File: config.mk
export PLATFORM = sky130hd
export DESIGN_NAME = addsub_issue_stage
export DESIGN_NICKNAME = d
export VERILOG_FILES = /design/src/rtl/addsub_issue_stage.sv
export SDC_FILE = /design/constraint.sdc
export NUM_CORES = 1
export LEC_CHECK = 0
export ABC_AREA = 0
export CAP_MARGIN = 20
export CORE_UTILIZATION = 38
export DETAILED_ROUTE_END_ITERATION = 12
export PLACE_DENSITY = 0.78
export SETUP_SLACK_MARGIN = 0.2
export SLEW_MARGIN = 0
export SYNTH_ARGS = -nofsm -noshare
export SYNTH_HDL_FRONTEND = slang
export SYNTH_SLANG_ARGS = --single-unit
File: constraint.sdc
create_clock -name clk -period 1.3 [get_ports clk]
set_input_delay 0.26 -clock clk [delete_from_list [all_inputs] [get_ports clk]]
set_output_delay 0.26 -clock clk [all_outputs]
set_load 0.05 [all_outputs]
File: src/rtl/addsub_issue_stage.sv
// Two-stage valid/ready wrapper around an external combinational adder.
// S1 holds the operands and forms add_*; S2 holds the result and flags. An architectural carry links ADDC/SUBB chains.
module addsub_issue_stage #(
    parameter int WIDTH = 32
) (
    input  logic             clk,
    input  logic             rst_n,
    input  logic             in_valid,
    output logic             in_ready,
    input  logic [1:0]       in_op,
    input  logic [WIDTH-1:0] in_a,
    input  logic [WIDTH-1:0] in_b,
    output logic [WIDTH-1:0] add_a,
    output logic [WIDTH-1:0] add_b,
    output logic             add_c0,
    input  logic [WIDTH:0]   add_s,
    output logic             out_valid,
    input  logic             out_ready,
    output logic [WIDTH-1:0] out_res,
    output logic [3:0]       out_flags,
    output logic             carry_flag
);

    localparam logic [1:0] OP_ADD  = 2'b00;
    localparam logic [1:0] OP_ADDC = 2'b01;
    localparam logic [1:0] OP_SUB  = 2'b10;
    localparam logic [1:0] OP_SUBB = 2'b11;

    logic             s1_valid_q, s1_valid_d;
    logic [1:0]       op_q, op_d;
    logic [WIDTH-1:0] a_q, a_d;
    logic [WIDTH-1:0] b_q, b_d;
    logic             s2_valid_q, s2_valid_d;
    logic [WIDTH-1:0] res_q, res_d;
    logic [3:0]       flags_q, flags_d;
    logic             carry_q, carry_d;

    logic             advance;
    logic             accept;
    logic             flag_n, flag_z, flag_c, flag_v;

    // Operand forming uses only registered S1 state plus the live carry, so
    // a chained op sees the carry written by its predecessor's advance.
    always_comb begin
        add_a = a_q;
        add_b = op_q[1] ? ~b_q : b_q;
        case (op_q)
            OP_ADD:  add_c0 = 1'b0;
            OP_SUB:  add_c0 = 1'b1;
            OP_ADDC: add_c0 = carry_q;
            OP_SUBB: add_c0 = carry_q;
            default: add_c0 = 1'b0;
        endcase
    end

    always_comb begin
        advance  = s1_valid_q && (!s2_valid_q || out_ready);
        in_ready = !s1_valid_q || advance;
        accept   = in_valid && in_ready;
    end

    always_comb begin
        flag_n = add_s[WIDTH-1];
        flag_z = (add_s[WIDTH-1:0] == '0);
        flag_c = add_s[WIDTH];
        flag_v = (add_a[WIDTH-1] == add_b[WIDTH-1]) && (add_s[WIDTH-1] != add_a[WIDTH-1]);
    end

    always_comb begin
        s1_valid_d = s1_valid_q;
        op_d       = op_q;
        a_d        = a_q;
        b_d        = b_q;
        s2_valid_d = s2_valid_q;
        res_d      = res_q;
        flags_d    = flags_q;
        carry_d    = carry_q;

        if (accept) begin
            s1_valid_d = 1'b1;
            op_d       = in_op;
            a_d        = in_a;
            b_d        = in_b;
        end else if (advance) begin
            s1_valid_d = 1'b0;
        end

        if (advance) begin
            s2_valid_d = 1'b1;
            res_d      = add_s[WIDTH-1:0];
            flags_d    = {flag_n, flag_z, flag_c, flag_v};
            carry_d    = add_s[WIDTH];
        end else if (out_ready) begin
            s2_valid_d = 1'b0;
        end
    end

    always_ff @(posedge clk or negedge rst_n) begin
        if (!rst_n) begin
            s1_valid_q <= 1'b0;
            op_q       <= OP_ADD;
            a_q        <= '0;
            b_q        <= '0;
            s2_valid_q <= 1'b0;
            res_q      <= '0;
            flags_q    <= '0;
            carry_q    <= 1'b0;
        end else begin
            s1_valid_q <= s1_valid_d;
            op_q       <= op_d;
            a_q        <= a_d;
            b_q        <= b_d;
            s2_valid_q <= s2_valid_d;
            res_q      <= res_d;
            flags_q    <= flags_d;
            carry_q    <= carry_d;
        end
    end

    assign out_valid  = s2_valid_q;
    assign out_res    = res_q;
    assign out_flags  = flags_q;
    assign carry_flag = carry_q;

endmodule

==> results.cfg, run 1 <==
[place]
place_ws_ps = -429
gp_congestion = 0.778
hpwl_um = 9570
port_buffers = 206

[worst_hold_path]
hp-class = input port to flip-flop
hold_end = out_res[24]
min-delay-start = add_s[24]
holdPathStages = 2

[power]
power.leakage_nw = 4.58
peakVddDrop_uv = 1340
power.density_nw_per_um2 = 1540
power_mw = 15.5

[yosys]
ys_seq_area_share_pct = 57.4
synth-compound-area-share_pct = 0.502
yosys_warnings = 0
syn_inst = 276
synth_area_per_cell_sq_um = 16.3
yosys.area_share.adder_pct = 0
synth-seq-cells = 103
yosys.area_share.simple_pct = 3.04
synth_mux_area_share_pct = 28.6
synth_area_sq_um = 4490
yosysUniqueCellTypes = 21
syn_nets = 379
synth-xor-area-share_pct = 6.24
synth_top_family_by_area = multiplexers

[setup_path]
crit_fanout = 7
crit-reg2reg-launch = op_q[1]
r2r-end = out_flags[0]
reg2regPathDepth = 6
cp.required_ps = 1040
rrSetupSlack_ps = -230
end_kind = primary output
crit_path_start_kind = flip-flop
crit_type = flip-flop to primary output
critPathArrivalTime_ps = 1490

[timing]
skew_ps = 7.61
fin_setup_tns_ps = -27440
tightest_slew_ps = 417
fin_ws_ps = -446
finalCriticalPeriod_ps = 1750
setup-violations-final = 138
relSlewSlack_pct = 72.2
final_max_slew_viol_count = 0
hold_violations = 0
fin_crit_sh_pct = 134
rsz0062_at_grt = true
whs_ps = 325
fmax_mhz = 573

[clock_network]
clockBufferDepth = 2
cts.clk_slew.worst_paths_ps = 70
cts_max_level = 3
cts_buffers = 9
clock_sinks = 103
clkLatencyLatePin_ps = 350
tritoncts = yes
clockRootBuffer = clkbuf_16

[route]
vias_per_cell = 4.92
ant_nets = 0
vias = 3591
wl_per_cell_um = 23.0
drt_iter0_markers = 132
wl_um = 16800
drc = 0
firstDrtPassIters = 7

[floorplan]
die_area_sq_um = 12300
die_width_um = 111
die_h_um = 111
io_pins = 207
core_area_sq_um = 11500
floorplan.initialDensity_pct = 39.2
row_count = 39

[run]
maxCapViolCount = 0

[finish]
syn2layout_area_growth_pct = 124
nets = 685
nFillCells = 470
final_layout_size_suffix_gt1_share_pct = 63.0
post-route-util_pct = 87.7
diodes = 0

[global_routing]
grt_antenna_before_repair = 0
grt_max_degree = 34
grt_pass1_wl_um = 24900
grt_pass1_vias = 4139
grt_usage_pct = 27.0
grt.overflow.total = 0

[status]
outcome = finished with violations
failed_checks = setup timing
==> timing repair <==
| item | 4_1_cts | 5_1_grt |
|---|---|---|
| pin swaps | 10 | 3 |
| setup endpoints to repair | 205 | 205 |
| hold buffers | 1 | 0 |
| buffers inserted | 34 | 31 |
| endpoints found under the hold margin | 15 | 0 |
| gates resized for setup | 109 | 5 |
| gates cloned | 10 | 0 |
==> logic make-up after synthesis <==
kind of cell / Yosys count
DFF: 103
muxes: 101
xor gates and xnor gates: 32
and+or+nand+nor: 19
buffers and inverters: 17
AOI/OAI and AO/OA: 4
==> through the flow <==
step | cells | instance area, sq um
after floorplan | 276 | 5180
after global placement | 638 | 8580
after detailed placement | 638 | 8580
after CTS | 699 | 9780
after global routing | 730 | 10100
final | 730 | 10100
==> metal layers <==
layer	global-route usage, %	share of wire (%)
met1	31.1	38
met2	47.2	53
met3	8.69	6.9
met4	9.42	2.2
met5	0	0
==> synth_stat cells <==
| library cell | instances | area, sq um |
|---|---|---|
| nand4_1 | 2 | 12.5 |
| o31ai_1 | 1 | 7.51 |
| dfrtp_1 | 103 | 2580 |
| buf_4 | 4 | 30.0 |
| inv_1 | 1 | 3.75 |
| buf_12 | 5 | 100 |
| buf_2 | 4 | 20.0 |
| and2b_1 | 1 | 7.51 |
| nor2b_1 | 2 | 12.5 |
| nand2_1 | 1 | 3.75 |
| mux2i_1 | 1 | 10.0 |
| nor4_1 | 8 | 50.1 |
| nand2b_1 | 2 | 12.5 |
| mux2_4 | 40 | 601 |
| nand3b_4 | 1 | 20.0 |
| o21ai_0 | 3 | 15.0 |
| nand2_2 | 1 | 6.26 |
| nand2_4 | 1 | 11.3 |
| mux2_2 | 60 | 676 |
| buf_6 | 3 | 33.8 |
| xor2_1 | 32 | 280 |
==> layout make-up <==
class / instances / area [sq um] / area share, %
timing repair buffer: 310 / 4370 / 43.5
clock buffer: 13 / 250 / 2.49
clock inverter: 3 / 20.0 / 0.199
multi-input combinational: 157 / 2650 / 26.3
sequential: 103 / 2590 / 25.7
inverter: 1 / 3.75 / 0.0373
tap: 143 / 179 / 1.78
==> how the worst max path moves through the flow <==
| stage | start | end | slack (ps) | cells after the start |
|---|---|---|---|---|
| 4_1_cts | op_q[1] | add_c0 | -460 | 3 |
| 3_3_place_gp | out_ready | add_a[16] | -390 | 5 |
| 6_report | op_q[1] | add_b[26] | -450 | 4 |
| 3_5_place_dp | out_ready | add_a[29] | -430 | 5 |
| 2_1_floorplan | out_valid | add_a[0] | -310 | 5 |
| 5_1_grt | op_q[1] | add_b[15] | -480 | 4 |
==> registers in the layout, summed over array words and instances (netlist names) <==
signal and flops:
out_flags 3, op_q 2, out_valid 1, b_q 32, out_res 32, s1_valid_q 1, add_a 32
==> cell usage in the layout (no fill, tap or decap), types with 2 or more instances in the layout <==
cell / instances
buf_12: 122
buf_16: 10
buf_4: 59
buf_6: 14
buf_8: 3
clkbuf_1: 3
clkbuf_16: 9
clkdlybuf4s50_1: 91
clkinvlp_4: 2
dfrtp_1: 98
dfrtp_2: 4
dlygate4sd2_1: 10
mux2_4: 100
nand2_8: 3
nand4_1: 2
nor2b_1: 2
nor4_1: 3
nor4_2: 5
xor2_4: 32
==> where the power goes <==
| group | leakage, nW | switching [mW] | internal [mW] |
|---|---|---|---|
| clock | 0.126 | 1.23 | 1.35 |
| combinational | 3.25 | 3.95 | 4.60 |
| sequential | 1.20 | 0.703 | 3.71 |
==> critical path, stage by stage (launching register included) <==
cell and delay [ps]:
dfrtp_4 510, buf_12 160, buf_12 150, xor2_4 160
buf_12 150
(Power assumes the default switching activity.)
==> run 2: changes to the inputs <==
- REMOVE_ABC_BUFFERS: default -> 1
==> results.cfg, run 2 (synthesis gave the netlist of run 1 again) <==
[place]
hpwl_um = 9030
gp_congestion = 0.744
dp.cells = 629
port_buffers = 206

[timing]
tightest_slew_ps = 406
fmax_mhz = 586
setup-violations-final = 125
final_max_slew_viol_count = 0
finalCriticalPeriod_ps = 1710
fin_crit_sh_pct = 131
relSlewSlack_pct = 72.9
fin_setup_tns_ps = -26450
skew_ps = 10.7
fin_ws_ps = -406
hold_violations = 0
rsz0062_at_grt = true

[finish]
regArea_sq_um = 2580
syn2layout_area_growth_pct = 109
final_cell_count_no_fill = 710
nets = 664
final_layout_size_suffix_gt1_share_pct = 57.3
nFillCells = 546
final_common_cell = buf_12
multiInputGateArea_sq_um = 2120
layout_common_cells = 119 x buf_12, 100 x dfrtp_1, 99 x clkdlybuf4s50_1

[power]
combPwrFrac_pct = 53.5
p_int_mw = 9.40
power.density_nw_per_um2 = 1590
switching_share_pct = 36.9
clock_power_share_pct = 17.9
power_mw = 14.9
netSwitchingPower_mw = 5.49
power_frac_seq_pct = 28.7
peakVddDrop_uv = 1140
power.leakage_nw = 4.33

[clock_network]
cts.clk_slew.worst_paths_ps = 70
cts_buffers = 9
cts_max_level = 3
clockRootBuffer = clkbuf_16
tritoncts = yes
clockBufferDepth = 2
clkLatencyLatePin_ps = 340
clock_sinks = 103

[route]
vias_per_cell = 4.86
drt_iter0_markers = 116
wl_per_cell_um = 21.6
firstDrtPassIters = 4
wl_um = 15300
drc = 0
vias = 3451
ant_nets = 0

[setup_path]
slowest_stage = dfrtp_2
crit_chain = buf_12 > xor2_1 > buf_12
end_kind = primary output
cp.required_ps = 1040
crit_top_cell = buf_12
max_stage_delay_ps = 440
rrSetupSlack_ps = -240
reg2regPathDepth = 6
crit_fanout = 19
r2r-end = b_q[16]
crit_family = flip-flops
crit_path_start_kind = flip-flop
worst-path-buf-inv = 2
crit-reg2reg-launch = out_valid
critPathArrivalTime_ps = 1450
crit_type = flip-flop to primary output

[floorplan]
die_h_um = 111
floorplan.initialDensity_pct = 39.2
die_area_sq_um = 12300
io_pins = 207
die_width_um = 111
core_area_sq_um = 11500
row_count = 39

[global_routing]
grt.overflow.total = 0
grt_max_degree = 44
grt_pass1_wl_um = 22400
grt_pass1_vias = 3977
grt_use_met1_pct = 25.9
use_met2_pct = 43.8
use_met3_pct = 5.74
grt.busiest_layer = met2
grt_usage_pct = 23.7
grt_antenna_before_repair = 2

[worst_hold_path]
hp-class = input port to asynchronous set/reset pin

[status]
failed_checks = setup timing
outcome = finished with violations

[run]
maxCapViolCount = 0
==> run 2: cell count changes in the layout (fill, tap and decap cells not counted), sizes merged, moves of 2 or more <==
cell,previous run,this run
buf,208,187
clkdlybuf4s50,91,99
dlygate4sd2,10,2
diode,0,2
==> run 2: worst max path at each step <==
stage,from,to,slack [ps],depth (start not counted)
after CTS,op_q[1],add_b[2],-390,3
after detailed placement,out_ready,add_a[26],-420,5
after global routing,op_q[1],add_b[0],-450,3
final,op_q[1],add_b[0],-410,3
after global placement,out_ready,op_q[1],-400,5
after floorplan,op_q[1],out_flags[0],-1260,3
==> run 2: power groups by stage <==
stage / registers, mW / logic (mW) / clock network (mW)
finish: 4.27 / 7.96 / 2.66
global route: 4.32 / 8.18 / 2.83
CTS: 4.24 / 7.72 / 2.67
global placement: 4.23 / 6.93 / 0
floorplan: 5.30 / 2.06 / 0
detailed placement: 4.27 / 7.03 / 0
==> run 2: worst register-to-register path, stage by stage (launching register included) <==
cell and delay [ps]:
dfrtp_1 430, buf_6 150, nand3b_4 120, nand2_8 120, buf_12 170, buf_16 140, mux2_4 300
==> run 2: repair_timing <==
item,4_1_cts,5_1_grt
resized for setup,104,10
buffers inserted,27,25
pin swaps,5,1
hold buffers,1,0
hold endpoints to repair,18,0
gates cloned,11,0
endpoints found under the setup margin,205,205
==> run 2: layout make-up <==
cell class / instances / area share [%]
repair buffers: 289 / 44.7
flip-flops and latches: 103 / 27.6
multi-input cells: 157 / 22.7
clock buffers: 12 / 2.53
well taps: 143 / 1.91
clock inverters: 3 / 0.481
diodes: 2 / 0.0534
inverters: 1 / 0.0401
==> run 2: routing by layer <==
layer / wire [um] / up-vias
met1: 5570 / 1759
met4: 428 / 0
met3: 783 / 29
met2: 8530 / 141
li1: - / 1522
met5: 0 / -
==> run 2: metrics by stage <==
stage / utilization [%] / hold slack, ps / setup WS, ps / instance area, sq um
global placement: 68.5 / 161 / -403 / 7850
finish: 81.7 / 356 / -406 / 9370
global route: 81.7 / 363 / -449 / 9370
detailed placement: 68.5 / 164 / -415 / 7850
floorplan: - / -35.6 / -1260 / 4310
CTS: 79.3 / 340 / -391 / 9090
